**config.mk**
```make
export PLATFORM = sky130hd
export DESIGN_NAME = mem_lsu
export DESIGN_NICKNAME = d
export VERILOG_FILES = /design/src/rtl/mem_lsu.sv
export SDC_FILE = /design/constraint.sdc
export NUM_CORES = 1
export LEC_CHECK = 0
export CORE_MARGIN = 8
export CORE_UTILIZATION = 45
export CTS_CLUSTER_DIAMETER = 50
export DETAILED_ROUTE_END_ITERATION = 12
export GPL_ROUTABILITY_DRIVEN = 0
export GPL_TIMING_DRIVEN = 0
export PLACE_DENSITY = 0.87
export REMOVE_ABC_BUFFERS = 1
export SLEW_MARGIN = 20
export SYNTH_ARGS = -nofsm -noshare
export SYNTH_HDL_FRONTEND = slang
export SYNTH_SLANG_ARGS = --single-unit
```
**constraint.sdc**
```tcl
create_clock -name clk -period 6.25 [get_ports clk]
set_input_delay 0.625 -clock clk [delete_from_list [all_inputs] [get_ports clk]]
set_output_delay 0.625 -clock clk [all_outputs]
set_load 0.01 [all_outputs]
```
**src/rtl/mem_lsu.sv**
```systemverilog
// Memory-stage load/store unit: runs one req/ack data-memory transaction per
// load/store, stalls the pipeline meanwhile, and forms the MEM/WB write triple.
module mem_lsu #(
    parameter int ADDR_W = 32
) (
    input  logic              clk,
    input  logic              reset,
    input  logic              req,
    input  logic [31:0]       instrM,
    input  logic              memReadM,
    input  logic              memWriteM,
    input  logic [1:0]        memSizeM,
    input  logic              memSignedM,
    input  logic [31:0]       aluResultM,
    input  logic [31:0]       storeDataM,
    input  logic              RegWriteInM,
    input  logic [4:0]        RegAddrInM,
    output logic              dm_req,
    output logic              dm_we,
    output logic [ADDR_W-1:0] dm_addr,
    output logic [31:0]       dm_wdata,
    output logic [3:0]        dm_be,
    input  logic              dm_ack,
    input  logic [31:0]       dm_rdata,
    output logic              stallM,
    output logic              excAdEL,
    output logic              excAdES,
    output logic              RegWriteM,
    output logic [4:0]        RegAddrM,
    output logic [31:0]       RegDataM
);

    typedef enum logic [1:0] {IDLE, BUSY, DONE, ABORT} state_t;

    state_t      state;
    state_t      state_nxt;
    logic [31:0] load_buf;
    logic        is_mem;
    logic        misaligned;
    logic        bus_issue;
    logic        bus_drop;
    logic        buf_load;
    logic [3:0]  be_nxt;
    logic [31:0] wdata_nxt;
    logic [7:0]  byte_v;
    logic [15:0] half_v;
    logic [31:0] load_ext;
    logic        unused_inputs;

    // The instruction word travels alongside but is not decoded here.
    assign unused_inputs = ^instrM;

    assign is_mem = memReadM | memWriteM;

    always_comb begin
        misaligned = 1'b0;
        if (is_mem) begin
            case (memSizeM)
                2'd0:    misaligned = 1'b0;
                2'd1:    misaligned = aluResultM[0];
                default: misaligned = |aluResultM[1:0];
            endcase
        end
    end

    assign excAdEL = memReadM & misaligned;
    assign excAdES = memWriteM & misaligned;

    always_comb begin
        be_nxt    = 4'b1111;
        wdata_nxt = storeDataM;
        case (memSizeM)
            2'd0: begin
                be_nxt    = 4'b0001 << aluResultM[1:0];
                wdata_nxt = {4{storeDataM[7:0]}};
            end
            2'd1: begin
                be_nxt    = aluResultM[1] ? 4'b1100 : 4'b0011;
                wdata_nxt = {2{storeDataM[15:0]}};
            end
            default: begin
                be_nxt    = 4'b1111;
                wdata_nxt = storeDataM;
            end
        endcase
    end

    always_comb begin
        byte_v   = dm_rdata[{aluResultM[1:0], 3'b000} +: 8];
        half_v   = aluResultM[1] ? dm_rdata[31:16] : dm_rdata[15:0];
        load_ext = dm_rdata;
        case (memSizeM)
            2'd0:    load_ext = {{24{memSignedM & byte_v[7]}}, byte_v};
            2'd1:    load_ext = {{16{memSignedM & half_v[15]}}, half_v};
            default: load_ext = dm_rdata;
        endcase
    end

    // Bus handshake: dm_req rises together with we/addr/wdata/be and all of
    // them hold unchanged until the one-cycle dm_ack; the edge that samples
    // dm_ack drops the request. dm_ack with no request outstanding is ignored.
    always_comb begin
        state_nxt = state;
        stallM    = 1'b0;
        RegWriteM = RegWriteInM;
        RegAddrM  = RegAddrInM;
        RegDataM  = aluResultM;
        bus_issue = 1'b0;
        bus_drop  = 1'b0;
        buf_load  = 1'b0;
        case (state)
            IDLE: begin
                if (misaligned) begin
                    RegWriteM = 1'b0;
                end else if (is_mem) begin
                    if (memReadM) RegWriteM = 1'b0;
                    if (!req) begin
                        stallM    = 1'b1;
                        bus_issue = 1'b1;
                        state_nxt = BUSY;
                    end
                end
            end
            BUSY: begin
                stallM    = 1'b1;
                RegWriteM = 1'b0;
                if (dm_ack) begin
                    bus_drop = 1'b1;
                    if (req) begin
                        state_nxt = IDLE;
                    end else begin
                        buf_load  = 1'b1;
                        state_nxt = DONE;
                    end
                end else if (req) begin
                    state_nxt = ABORT;
                end
            end
            ABORT: begin
                stallM    = 1'b1;
                RegWriteM = 1'b0;
                if (dm_ack) begin
                    bus_drop  = 1'b1;
                    state_nxt = IDLE;
                end
            end
            DONE: begin
                state_nxt = IDLE;
                if (memReadM) RegDataM = load_buf;
                if (req) RegWriteM = 1'b0;
            end
            default: state_nxt = IDLE;
        endcase
        // Reset clears the FSM at once, so the pipeline must not see a stall.
        if (reset) stallM = 1'b0;
    end

    always_ff @(posedge clk or posedge reset) begin
        if (reset) begin
            state    <= IDLE;
            dm_req   <= 1'b0;
            dm_we    <= 1'b0;
            dm_addr  <= '0;
            dm_wdata <= '0;
            dm_be    <= '0;
            load_buf <= '0;
        end else begin
            state <= state_nxt;
            if (bus_issue) begin
                dm_req   <= 1'b1;
                dm_we    <= memWriteM;
                dm_addr  <= {aluResultM[ADDR_W-1:2], 2'b00};
                dm_wdata <= wdata_nxt;
                dm_be    <= be_nxt;
            end else if (bus_drop) begin
                dm_req   <= 1'b0;
                dm_we    <= 1'b0;
                dm_addr  <= '0;
                dm_wdata <= '0;
                dm_be    <= '0;
            end
            if (buf_load) load_buf <= load_ext;
        end
    end

endmodule

```
**Word level (Yosys, flattened, before mapping)**

Cells that the tools add are included.
Widths: inputs -> output; s select.

- Register bits: 104
- Word-level logic and storage cells: 69

- Equal/unequal tests: 9
- Bitwise logic cells: 5
- Multiplexer cells: 40
- Reductions and logical operators: 6
- Shift-type cells: 2

Operator list:

| cell | number |
|---|---|
| $mux 32 | 5 |
| $pmux 32 s2 | 2 |
| $shiftx 32x6->8 | 1 |
| $mux 1 | 17 |
| $mux 16 | 1 |
| $mux 2 | 7 |
| $mux 4 | 3 |
| $ne 2x2->1 const B | 4 |
| $pmux 2 s4 | 1 |
| $pmux 4 s2 | 1 |
| $reduce_and 5->1 | 1 |
| $and 1x1->1 | 4 |
| $eq 2x1->1 const B | 2 |
| $eq 2x2->1 const B | 2 |
| $logic_not 2->1 | 2 |
| $pmux 1 s2 | 2 |
| $reduce_or 2->1 | 2 |
| $shl 1x2->4 const A | 1 |
| $ne 3x3->1 const B | 1 |
| $pmux 1 s3 | 1 |
| $reduce_bool 2->1 | 1 |
| $or 1x1->1 | 1 |

**Depth between registers and ports, before layout**

- Depth in word-level cells: 6
- Gate-level depth with buffers: 7
- Depth with buffers taken out: 4

**Least setup slack after synthesis**

OpenSTA, ideal clock, no wires.

- Kind: input port to output port
- Start: in memSizeM[1]
- End: out stallM
- Arrival time: 1,619 ps
- Path slack: 4,006 ps
- Stages on the path: 5
- Cell sequence: buf_2 nor2_1 buf_2 o211ai_1 a21oi_1

- Cells in the longest elaborated chain, start to end: 6
- Elaborated cells between the ends (all ways): 7
- Classes of those cells: eq/ne: 1; mux: 5; reduce/logical: 1

Ends and longest elaborated chain:

| what | RTL line | RTL |
|---|---|---|
| from (decl) | 12 | `input logic [1:0] memSizeM,` |
| $eq 2x1->1 or $logic_not 2->1 (tied branches) | 58 | `case (memSizeM)` |
| $pmux 1 s2 * | 58 |  |
| $mux 1 * | 57 | `if (is_mem) begin` |
| $mux 1 * | 113 | `if (misaligned) begin` |
| $pmux 1 s2 * | 111 | `case (state)` |
| $mux 1 * | 155 | `if (reset) stallM = 1'b0;` |
| to (decl) | 25 | `output logic stallM,` |

Mark *: on every way between the ends. The rest lies on a longest branch, timed or not.

**Worst setup path after layout**

- Start: in memSizeM[0]
- End: out RegWriteM

- Cells in the longest elaborated chain, start to end: 5
- Elaborated cells between the ends (all ways): 6
- Classes of those cells: eq/ne: 1; mux: 4; reduce/logical: 1

Ends and longest elaborated chain:

| what | RTL line | RTL |
|---|---|---|
| $eq 2x1->1 or $logic_not 2->1 (tied branches) | 58 |  |
| $pmux 1 s2 * | 58 |  |
| $mux 1 * | 57 |  |
| $mux 1 * | 113 |  |
| $pmux 1 s3 * | 111 |  |
| to (decl) | 28 | `output logic RegWriteM,` |

Marked as above.

==> results.md <==
* Synth top area cells: dfrtp_1 47%, mux2_2 8.1%, nand3_1 6.9%
* Final WL at 17.87 mm
* Drt first pass iters at 5
* Worst vdd ir at 0.1540 mV
* Critical path required time at 5.62 ns
* Via Count at 5146
* Largest area contributor in the netlist: dfrtp_1
* Worst Setup End Kind: output port
* Endpoints failing setup at 0
* Post-CTS sizing at 0
* CTS sink count at 102
* Register area at 2552 sq um
* Cell Area, Synth at 5445 sq um
* Post-CTS setup buffers at 0
* Die X at 126 um
* Core footprint at 11910 sq um
* GRT Total Usage at 0.2218
* RSZ-0062 raised after global routing: no
* Distinct cells, synth at 42
* Clock Skew at 0.003424 ns
* First-pass GRT wire length at 28.39 mm
* Hold Vio Cnt, Final at 0
* Headroom to the max-slew limit at 0.2859
* Tmin final at 4.012 ns
* Worst EP arrival at 3.39 ns
* Die ar. at 15880 sq um
* Post-synth EDFFs at 0
* PortBufs at 209
* Die H at about 130 um
* Vias in the first global route at approximately 5200
* Synth Instances at 573
* Initial drt markers at 421
* Worst skew pair latency at 0.34 ns
* CTS buffer count at 9
* Depth of the worst hold-timing path at 2
* Area occupied by multi-input gates at 2482 sq um
* Root buffer cell: clkbuf_16
* Reg2Reg Setup Slack at approximately 3.6 ns
* Post-Syn Area per Cell at roughly 9.5 sq um
* Pre-CTS setup slack at 2.203 ns
* Routed Antenna Nets at 0
* Detailed Place HPWL at ~13 mm
* Largest net degree at the start of global routing at 80
* Num ports at 254
* Worst R2R Path Depth at 5
* Hold Buf Count CTS at 0
* Critical path type: primary input to output port
* Fill count at 918
* Remaining global-route overflow at 0
* Post-synth ARST share at 1.000
* CTS HTree Levels at 3
* CTS tree: yes
* FMAX at 249.2 MHz
* Setup TNS at 0 ns
* Fraction of layout cells with a size suffix above 1 at 0.1149
* Most used flip-flop cell after synthesis: dfrtp_1
* Fin cells at 904
* Leakage at 0.003454 uW
* Layout area overhead at 47.08%
* Hold Path Class: flip-flop to flip-flop
* Initial antenna violation count at 0
* Placed instance count at 888
* Sequential area share after synthesis at 0.4688
* Residual DRC at 0
* Max-Cap Viols at 0
* Initial core utilization at 0.4571
* Area share of the largest cell type after synthesis at 0.4688
* Via/cell ratio at 5.692
* Period utilization at 0.6419
* Wire per inst at 19.77 um
* Reg2reg start: state[1]
* Power Dens Cells at 297.2 nW/um^2
* Final Slew Violations at 0
* Reg-to-reg endpoint: load_buf[25]
* Clock buffer depth at 2
* Hold Crit Endpoint: load_buf[15]
* Critical Path Start Type: primary input
* Slew @ Worst Pin at 1.068 ns
* Synth Warn # at 0
* Hold path startpoint: load_buf[15]
* Crit-path max FO at 19
* Status: complete, no violations
* Yosys reg bits at around 100
* NumNets Final at 895
* Final worst slack at 2.238 ns
* Cell Rows at 40
* CTS clock-pin slew for the worst setup and hold paths at 0.06 ns
* N_diodes at 0
area by class of cell:
cell class | count | area share
Inverter | 45 | 0.02172
Clock inverter | 5 | 0.006249
Sequential cell | 102 | 0.3187
Clock buffer | 11 | 0.02906
Timing Repair Buffer | 219 | 0.2914
Tap cell | 147 | 0.02297
Multi-Input combinational cell | 375 | 0.3100
critical path: stages:
cell	delay (ns)
clkdlybuf4s50_1	0.97
nor2_2	0.72
nor3_1	0.14
o31ai_1	0.20
and3_1	0.17
clkdlybuf4s50_1	0.56
per-layer routing:
metal | global-route usage | part of all wire | up-vias
met2 | 0.3712 | 0.49 | 232
li1 | - | - | 2394
met3 | 0.06835 | 0.083 | 17
met4 | 0.06865 | 0.016 | 0
met5 | 0 | 0 | -
met1 | 0.2677 | 0.41 | 2503
flip-flops by register name, summed over array words and instances, names as in the netlist:
| name | cells |
|---|---|
| dm_be | 4 |
| dm_we | 1 |
| dm_addr | 30 |
| load_buf | 32 |
| dm_req | 1 |
| state | 2 |
| dm_wdata | 32 |
report_power, final:
part           switching [uW]  internal (uW)  total (uW)  leakage, uW
combinational             372            457         829      0.00203
clock                     242            308         550     0.000143
sequential                135            866        1000      0.00128
cell usage in the layout (no fill, tap or decap), drive strengths merged, types with 2 or more instances in the layout:
master,count
mux2i,25
a2111oi,2
clkinv,4
or2,2
nor3b,3
mux2,39
clkbuf,11
nor2,15
conb,2
and3,11
inv,45
nor3,6
o21ai,93
o31ai,2
a221oi,7
a21oi,35
clkdlybuf4s50,208
nand2,20
dfrtp,102
buf,11
nand2b,2
nand3,75
o211ai,22
nor2b,3
cell usage after synthesis, types with 2 or more instances:
cell type	count
a2111oi_0	2
a21oi_1	35
a221oi_1	7
and3_1	11
buf_1	4
buf_2	13
buf_4	9
buf_6	5
clkbuf_1	21
dfrtp_1	102
inv_1	45
mux2_2	39
mux2i_1	25
nand2_1	20
nand2b_1	2
nand3_1	75
nor2_1	15
nor2b_1	2
nor3_1	4
nor3b_1	2
o211ai_1	22
o21ai_0	40
o21ai_1	43
o21ai_2	10
o31ai_1	2
or2_2	2
metrics by stage:
stage / cell area (sq um) / util / hold slack, ns / total power [uW]
2_1_floorplan: 5166 / - / 0.4446 / 1345
3_3_place_gp: 7442 / 0.6248 / 0.4716 / 1787
3_5_place_dp: 7726 / 0.6486 / 0.4750 / 1848
4_1_cts: 8009 / 0.6724 / 0.4894 / 2399
5_1_grt: 8009 / 0.6724 / 0.5187 / 2516
6_report: 8009 / 0.6724 / 0.4888 / 2381
worst max path at each step:
stage,to,from,slack [ns]
after global placement,dm_wdata[22],memSizeM[1],-1.80
after floorplan,dm_be[2],memSizeM[1],2.13
after CTS,RegWriteM,memSizeM[0],2.20
after global routing,RegWriteM,memSizeM[0],2.10
final,RegWriteM,memSizeM[0],2.24
after detailed placement,RegWriteM,memSizeM[0],2.20
logic make-up after synthesis:
kind of cell              Yosys count  synth area share
xor gates and xnor gates            1          0.001609
DFF                               102            0.4688
buffers and inverters              97           0.08295
muxes                              65            0.1307
AOI/OAI and AO/OA                 165            0.1790
other                               1         0.0006887
and+or+nand+nor                   142            0.1363
(Power assumes the default switching activity.)
